File: config.mk
export PLATFORM = sky130hd
export DESIGN_NAME = calc_dispatcher
export DESIGN_NICKNAME = d
export VERILOG_FILES = /design/src/rtl/calc_dispatcher.sv
export SDC_FILE = /design/constraint.sdc
export NUM_CORES = 1
export LEC_CHECK = 0
export CAP_MARGIN = 20
export CORE_MARGIN = 3
export CORE_UTILIZATION = 34
export CTS_CLUSTER_DIAMETER = 120
export DETAILED_ROUTE_END_ITERATION = 8
export PLACE_DENSITY = 0.57
export SLEW_MARGIN = 20
export SYNTH_ARGS = -nofsm -noshare
export SYNTH_HDL_FRONTEND = slang
export SYNTH_SLANG_ARGS = --single-unit
File: constraint.sdc
create_clock -name clk -period 3.7 [get_ports clk]
set_input_delay 0.74 -clock clk [delete_from_list [all_inputs] [get_ports clk]]
set_output_delay 0.74 -clock clk [all_outputs]
set_load 0.02 [all_outputs]
File: src/rtl/calc_dispatcher.sv
// -----------------------------------------------------------------------------
// calc_dispatcher
// Sequences one matrix calculation. It latches the operating mode and
// calculation type on a confirm pulse, requests one or two operands, fires a
// single-cycle launch pulse to the compute unit, and then waits for
// done/error under a watchdog. The outcome stays on `status` until the next
// start pulse.
//
// Ports
//   clk           in   single clock, rising edge
//   rst           in   asynchronous, active-high reset
//   op_mode[2:0]  in   operand mode (single / double / scalar)
//   calc_type[2:0]in   calculation selector, latched at start
//   start         in   confirm pulse (accepted in IDLE and REPORT)
//   abort         in   cancel pulse (COLLECT, LAUNCH, WAIT)
//   operand_valid in   one operand accepted
//   calc_done     in   compute-unit completion pulse
//   calc_err      in   compute-unit error pulse
//   operand_req   out  operands are being awaited
//   operand_idx   out  index of the operand currently requested
//   calc_start    out  single-cycle launch pulse
//   calc_sel[2:0] out  latched calc_type, cleared on return to IDLE
//   busy          out  high in every state except IDLE
//   status[1:0]   out  00 idle, 01 ok, 10 error, 11 timeout
//
// state   | meaning
// IDLE    | waiting for start; status keeps the previous outcome
// COLLECT | requesting operands, operand_idx counts accepted ones
// LAUNCH  | one cycle, calc_start high, watchdog cleared
// WAIT    | compute unit running, watchdog counting
// REPORT  | one cycle after an outcome, then IDLE (status is held)
// -----------------------------------------------------------------------------
module calc_dispatcher #(
  parameter int TIMEOUT_CYCLES = 25000000,
  parameter int CNT_W          = 32
) (
  input  logic       clk,
  input  logic       rst,
  input  logic [2:0] op_mode,
  input  logic [2:0] calc_type,
  input  logic       start,
  input  logic       abort,
  input  logic       operand_valid,
  input  logic       calc_done,
  input  logic       calc_err,
  output logic       operand_req,
  output logic       operand_idx,
  output logic       calc_start,
  output logic [2:0] calc_sel,
  output logic       busy,
  output logic [1:0] status
);

  localparam logic [2:0] OP_SINGLE = 3'd1;
  localparam logic [2:0] OP_DOUBLE = 3'd2;
  localparam logic [2:0] OP_SCALAR = 3'd3;

  localparam logic [1:0] STAT_IDLE = 2'b00;
  localparam logic [1:0] STAT_OK   = 2'b01;
  localparam logic [1:0] STAT_ERR  = 2'b10;
  localparam logic [1:0] STAT_TMO  = 2'b11;

  localparam logic [CNT_W-1:0] WD_LAST = CNT_W'(TIMEOUT_CYCLES - 1);

  typedef enum logic [2:0] {
    S_IDLE    = 3'd0,
    S_COLLECT = 3'd1,
    S_LAUNCH  = 3'd2,
    S_WAIT    = 3'd3,
    S_REPORT  = 3'd4
  } state_t;

  state_t           r_state;
  state_t           w_state_nxt;
  logic [1:0]       r_need;
  logic [1:0]       r_got;
  logic [CNT_W-1:0] r_wd;
  logic [2:0]       r_calc_sel;
  logic [1:0]       r_status;

  logic             w_start_ok;
  logic             w_mode_ok;
  logic             w_in_flight;
  logic             w_abort;
  logic             w_last_op;
  logic [CNT_W-1:0] w_wd_nxt;
  logic             w_timeout;

  assign w_start_ok  = start && ((r_state == S_IDLE) || (r_state == S_REPORT));
  assign w_mode_ok   = (op_mode == OP_SINGLE) || (op_mode == OP_DOUBLE) ||
                       (op_mode == OP_SCALAR);
  assign w_in_flight = (r_state == S_COLLECT) || (r_state == S_LAUNCH) ||
                       (r_state == S_WAIT);
  assign w_abort     = abort && w_in_flight;
  assign w_last_op   = operand_valid && ((r_got + 2'd1) == r_need);

  // Saturating watchdog; timeout fires on the cycle the count reaches the
  // limit, so the outcome appears TIMEOUT_CYCLES cycles after calc_start.
  assign w_wd_nxt  = (r_wd == '1) ? r_wd : r_wd + CNT_W'(1);
  assign w_timeout = (w_wd_nxt >= WD_LAST);

  // state register
  always_ff @(posedge clk or posedge rst) begin
    if (rst) r_state <= S_IDLE;
    else     r_state <= w_state_nxt;
  end

  // next-state logic
  always_comb begin
    w_state_nxt = r_state;
    case (r_state)
      S_IDLE: begin
        if (start) w_state_nxt = w_mode_ok ? S_COLLECT : S_REPORT;
      end
      S_COLLECT: begin
        if (abort)          w_state_nxt = S_IDLE;
        else if (w_last_op) w_state_nxt = S_LAUNCH;
      end
      S_LAUNCH: begin
        w_state_nxt = abort ? S_IDLE : S_WAIT;
      end
      S_WAIT: begin
        if (abort)                                  w_state_nxt = S_IDLE;
        else if (calc_err || calc_done || w_timeout) w_state_nxt = S_REPORT;
      end
      S_REPORT: begin
        if (start) w_state_nxt = w_mode_ok ? S_COLLECT : S_REPORT;
        else       w_state_nxt = S_IDLE;
      end
      default: w_state_nxt = S_IDLE;
    endcase
  end

  // outputs
  always_comb begin
    operand_req = (r_state == S_COLLECT);
    operand_idx = (r_state == S_COLLECT) && r_got[0];
    calc_start  = (r_state == S_LAUNCH);
    busy        = (r_state != S_IDLE);
    calc_sel    = r_calc_sel;
    status      = r_status;
  end

  // latched context, operand counter, watchdog and outcome
  always_ff @(posedge clk or posedge rst) begin
    if (rst) begin
      r_need     <= 2'd0;
      r_got      <= 2'd0;
      r_wd       <= '0;
      r_calc_sel <= 3'd0;
      r_status   <= STAT_IDLE;
    end else begin
      if (r_state == S_WAIT) r_wd <= w_wd_nxt;
      else                   r_wd <= '0;

      if (w_start_ok) begin
        r_calc_sel <= calc_type;
        r_got      <= 2'd0;
        r_need     <= (op_mode == OP_SINGLE) ? 2'd1 : 2'd2;
        r_status   <= w_mode_ok ? STAT_IDLE : STAT_ERR;
      end else if (w_abort) begin
        r_calc_sel <= 3'd0;
        r_got      <= 2'd0;
        r_status   <= STAT_IDLE;
      end else begin
        if ((r_state == S_COLLECT) && operand_valid) r_got <= r_got + 2'd1;
        if (r_state == S_WAIT) begin
          if (calc_err)       r_status <= STAT_ERR;
          else if (calc_done) r_status <= STAT_OK;
          else if (w_timeout) r_status <= STAT_TMO;
        end
        // REPORT without a new start returns to IDLE: drop the selection
        if (r_state == S_REPORT) r_calc_sel <= 3'd0;
      end
    end
  end

endmodule

# After elaboration in Yosys (flattened, before gate mapping)
# Index checks and enable logic that the tools add are counted.
# totals
register_bits	44
in_bits	13
out_inout_bits	9
# op_classes
magnitude_cmp	1
n_reduce_logical	20
n_eq_ne	12
mux	25
add_sub_neg	2
# ops
op	n
32-bit 2-to-1 mux	2
32-bit by 1-bit adder with 32-bit output (second input constant)	1
32-bit equality test (second input constant)	1
32-bit by 25-bit >= comparator with 1-bit output (second input constant)	1
3-bit 2-to-1 mux	10
2-bit 2-to-1 mux	12
3-bit case mux with 5 select lines	1
3-bit by 2-bit equality test with 1-bit output (second input constant)	4
3-bit nonzero test	4
1-bit logical OR	7
3-bit by 1-bit equality test with 1-bit output (second input constant)	2
3-bit by 2-bit != test with 1-bit output (second input constant)	2
1-bit logical AND	5
5-bit nonzero test	1
3-bit equality test (second input constant)	1
3-bit zero test	1
3-bit AND reduction	1
2-bit by 1-bit adder with 2-bit output (second input constant)	1
2-bit equality test	1
2-bit != test (second input constant)	1
2-bit AND reduction	1

# Logic depth before layout (Yosys ltp)
# logic_depth
depth_word	9
mapped_depth	10
depth_no_buf	9

# Worst setup path after synthesis
# Ideal clock, no wire load.
# synth_timing
path_kind	register to register
startpoint	reg r_wd[12]
endpoint	reg r_status[0], in the netlist status[0]
period_less_slack_ns	2.655
arrival_ns	2.530
setup_time_ns	0.125
path_slack_ns	1.045
path_stages_with_launch	11
path_buffers	2
t_required_ns	3.575
path_cell_list	dfrtp_1 > buf_2 > nand4_4 > or4_4 > buf_6 > a211oi_2 > mux2i_1 > o21ai_0 > a211o_2 > o21ai_2 > mux2_4
# synth_via
elab_chain_cells	5
# synth_lines
element	line_no	text
start: declaration	77	logic [CNT_W-1:0] r_wd;
start signal: assignment	153	if (r_state == S_WAIT) r_wd <= w_wd_nxt;
32-bit by 1-bit adder with 32-bit output / 32-bit equality test (equally long branches)	99	assign w_wd_nxt = (r_wd == '1) ? r_wd : r_wd + CNT_W'(1);
32-bit 2-to-1 mux (*)	99	
32-bit by 25-bit >= comparator with 1-bit output (*)	100	assign w_timeout = (w_wd_nxt >= WD_LAST);
5-bit nonzero test (no line) (*)	n/a	
2-bit AND reduction (no line) (*)	n/a	
end signal: assignment	160	r_status <= w_mode_ok ? STAT_IDLE : STAT_ERR;
end: declaration	79	logic [1:0] r_status;
# Every way passes the cells marked *; elsewhere a longest branch is shown, timed or not.
# A chain may end at the register's enable or synchronous reset.

# Final worst setup path
# layout_timing
startpoint	reg r_wd[17]
endpoint	reg r_status[0], in the netlist status[0]
# The elaborated chain is that of the path after synthesis.

==> results.sh <==
export IMPL_syn_area_um2=2910
export IMPL_postSynthCellCount=336
export IMPL_htreeDepth=2
export IMPL_wl_per_cell_um=15.79
export IMPL_rows=33
export IMPL_cp_data_arrival_time_ns=3.23
export IMPL_crit_type="flop to flop"
export IMPL_end_kind="flop"
export IMPL_multi_input_area_um2=1693
export IMPL_clock_tree_root_cell="clkbuf_8"
export IMPL_rsz0062_at_grt="false"
export IMPL_status="complete, no violations"
export IMPL_synth_top_cell_area_share_pct=37.83
export IMPL_synth_edf_count=0
export IMPL_drtIter0Drc=212
export IMPL_avgSynthCellArea_um2=8.662
export IMPL_dr_pass1_iters=5
export IMPL_cts_buffer_depth=2
export IMPL_synth_top_cell_by_area="dfrtp_1"
export IMPL_cts_tree="built"
export IMPL_clkLatencyLatePin_ns=0.31
export IMPL_yosys_most_used_dff="dfrtp_1"
export IMPL_ys_types=61
export IMPL_period_minus_slack_ns=3.031
export IMPL_worstSetupStartpointType="flop"
export IMPL_io_buffers=21
export IMPL_ys_seq_area_share_pct=37.83
export IMPL_final_setup_tns_ns=0
export IMPL_slew_limit_headroom_pct=50.12
export IMPL_dp_hpwl_um=5162
export IMPL_cts_made_buffers=5
export IMPL_cap_violations=0
export IMPL_ant_nets=0
export IMPL_p_leak_nw=1.208
export IMPL_synthArstFlopShare_pct=100.0
export IMPL_fill_cells=859
export IMPL_max_freq_ghz=0.3300
export IMPL_overflow=0
export IMPL_cp_required_ns=3.90
export IMPL_syn2layout_area_growth_pct=14.57
export IMPL_synth_warnings=0
export IMPL_synth_most_common_cell="nor2_1"
export IMPL_finalHoldViolations=0
export IMPL_grt_max_degree=45
export IMPL_post_cts_setup_buffers=0
export IMPL_synthTopCellsByArea="dfrtp_1, nor2_1, xnor2_1, nand3_1, xor2_1"
export IMPL_yosys_top_cells_count="nor2_1, dfrtp_1, nand2_1, nand3_1, o21ai_0"
export IMPL_slew_violations=0
export IMPL_vias=2588
export IMPL_finalSetupViolations=0
export IMPL_num_antenna_cells=0
export IMPL_drt_total_wl_um=7199
export IMPL_path_clk_slew_ns=0.09
export IMPL_seqCellArea_um2=1101
export IMPL_min_period_over_period_pct=81.91
export IMPL_finalInstanceArea_um2=3334
export IMPL_drive_gt1_share_pct=8.262
export IMPL_critical_path_max_fanout=7
export IMPL_syn_nets=350
export IMPL_grt_pass1_wl_um=12390
export IMPL_synth_seq_cells=44
export IMPL_grt_use_total_pct=15.49
export IMPL_antenna_found_initial=0
export IMPL_place_gp_congestion=0.9125
export IMPL_worstHoldPathType="flop to flop"
export IMPL_die_height_um=98.52
export IMPL_grt_pass1_vias=2515
export IMPL_ir_worst_vdd_mv=0.1364
export IMPL_cts_resized=0
export IMPL_dieArea_um2=9706
export IMPL_cts_sinks=44
export IMPL_initial_utilization_pct=35.24
export IMPL_fp_dieW_um=98.52
export IMPL_coreArea_um2=8258
export IMPL_ios=22
export IMPL_via_per_inst=5.675
export IMPL_worst_pin_slew_ns=0.7403
export IMPL_route_detailed_drc=0
export IMPL_place_area_um2=3196
export IMPL_powerDensity_nw_per_um2=298.7
export IMPL_hold_depth=1
export IMPL_hold_buffers=0
export IMPL_skew_ns=0.005445
export IMPL_worstRegToRegCells=8
export IMPL_finalNetCount=364
worst paths after layout:
check,start,end,slack [ns]
setup / recovery,r_wd[17]$_DFF_PP0_,status[0]$_DFFE_PP0P_,0.67
hold / removal,r_need[1]$_DFFE_PP0P_,r_need[1]$_DFFE_PP0P_,0.52
setup reg to reg,r_wd[17]$_DFF_PP0_,status[0]$_DFFE_PP0P_,0.67
hold reg to reg,r_need[1]$_DFFE_PP0P_,r_need[1]$_DFFE_PP0P_,0.52
max in group asynchronous,rst,r_wd[26]$_DFF_PP0_,2.41
min in group asynchronous,rst,r_need[1]$_DFFE_PP0P_,0.79
cells in the final DEF, fill, tap and decap left out, drive strengths merged, types with 10 or more instances in the layout:
| cell type | instances |
|---|---|
| xnor2 | 13 |
| nand3 | 20 |
| nand2 | 24 |
| nand4 | 11 |
| nor3 | 11 |
| nor2 | 45 |
| xor2 | 11 |
| o21ai | 18 |
| inv | 10 |
| a21oi | 10 |
| clkdlybuf4s50 | 21 |
| dfrtp | 44 |
stage by stage:
step,std cells,util [%],hold WS (ns),power [mW],setup WS [ns]
finish,456,40.38,0.5172,0.9960,0.6693
global route,456,40.38,0.5590,1.042,0.5177
CTS,455,40.05,0.5285,1.005,0.6927
detailed placement,447,38.70,0.5078,0.6257,0.7066
global placement,447,38.70,0.4821,0.6247,0.7255
floorplan,336,-,0.4594,0.5742,1.045
sequential cells by signal, indices dropped and copies added (netlist names):
signal / flops
r_wd: 32
status: 2
r_need: 2
calc_sel: 3
r_state: 3
r_got: 2
per-layer routing:
layer | part of all wire [%] | vias to the layer above | wire [um] | track usage [%]
li1 | - | 1266 | - | -
met1 | 48 | 1265 | 3482 | 21.57
met2 | 47 | 49 | 3380 | 24.65
met3 | 3.3 | 8 | 234 | 2.548
met4 | 1.4 | 0 | 102 | 5.042
met5 | 0 | - | 0 | 0
layout make-up:
cell class                 instances  area share (%)
timing repair buffer              25           7.805
clock buffer                       5           2.064
tap                              105           3.940
inverter                          10           1.126
multi-input combinational        264           50.77
clock inverter                     3           1.276
sequential                        44           33.02
kinds of logic (layout without fill, tap and decap cells):
logic type	Yosys count	in the layout	synth area share (%)
AO/OA/AOI/OAI	77	77	19.65
XOR/XNOR	24	24	7.223
adder cells (fa/ha/maj)	1	1	0.4299
buffers and inverters	28	43	3.998
flip-flops	44	44	37.83
multiplexers	3	3	1.204
AND/OR/NAND/NOR	159	159	29.66
power by group:
| group | leakage (nW) | internal [mW] | switching [mW] |
|---|---|---|---|
| logic | 0.552 | 0.0534 | 0.0592 |
| registers | 0.602 | 0.494 | 0.0120 |
| clock network | 0.0541 | 0.200 | 0.178 |
| total | 1.21 | 0.747 | 0.249 |
critical path, stage by stage, from the launching register on:
cell,delay [ns]
dfrtp_1,0.44
nand4_1,0.32
or4_4,0.66
a211oi_2,0.35
mux2i_1,0.24
o21ai_0,0.11
a211o_2,0.34
o21ai_2,0.16
mux2_4,0.31
Power figures use the tool's default switching activity.
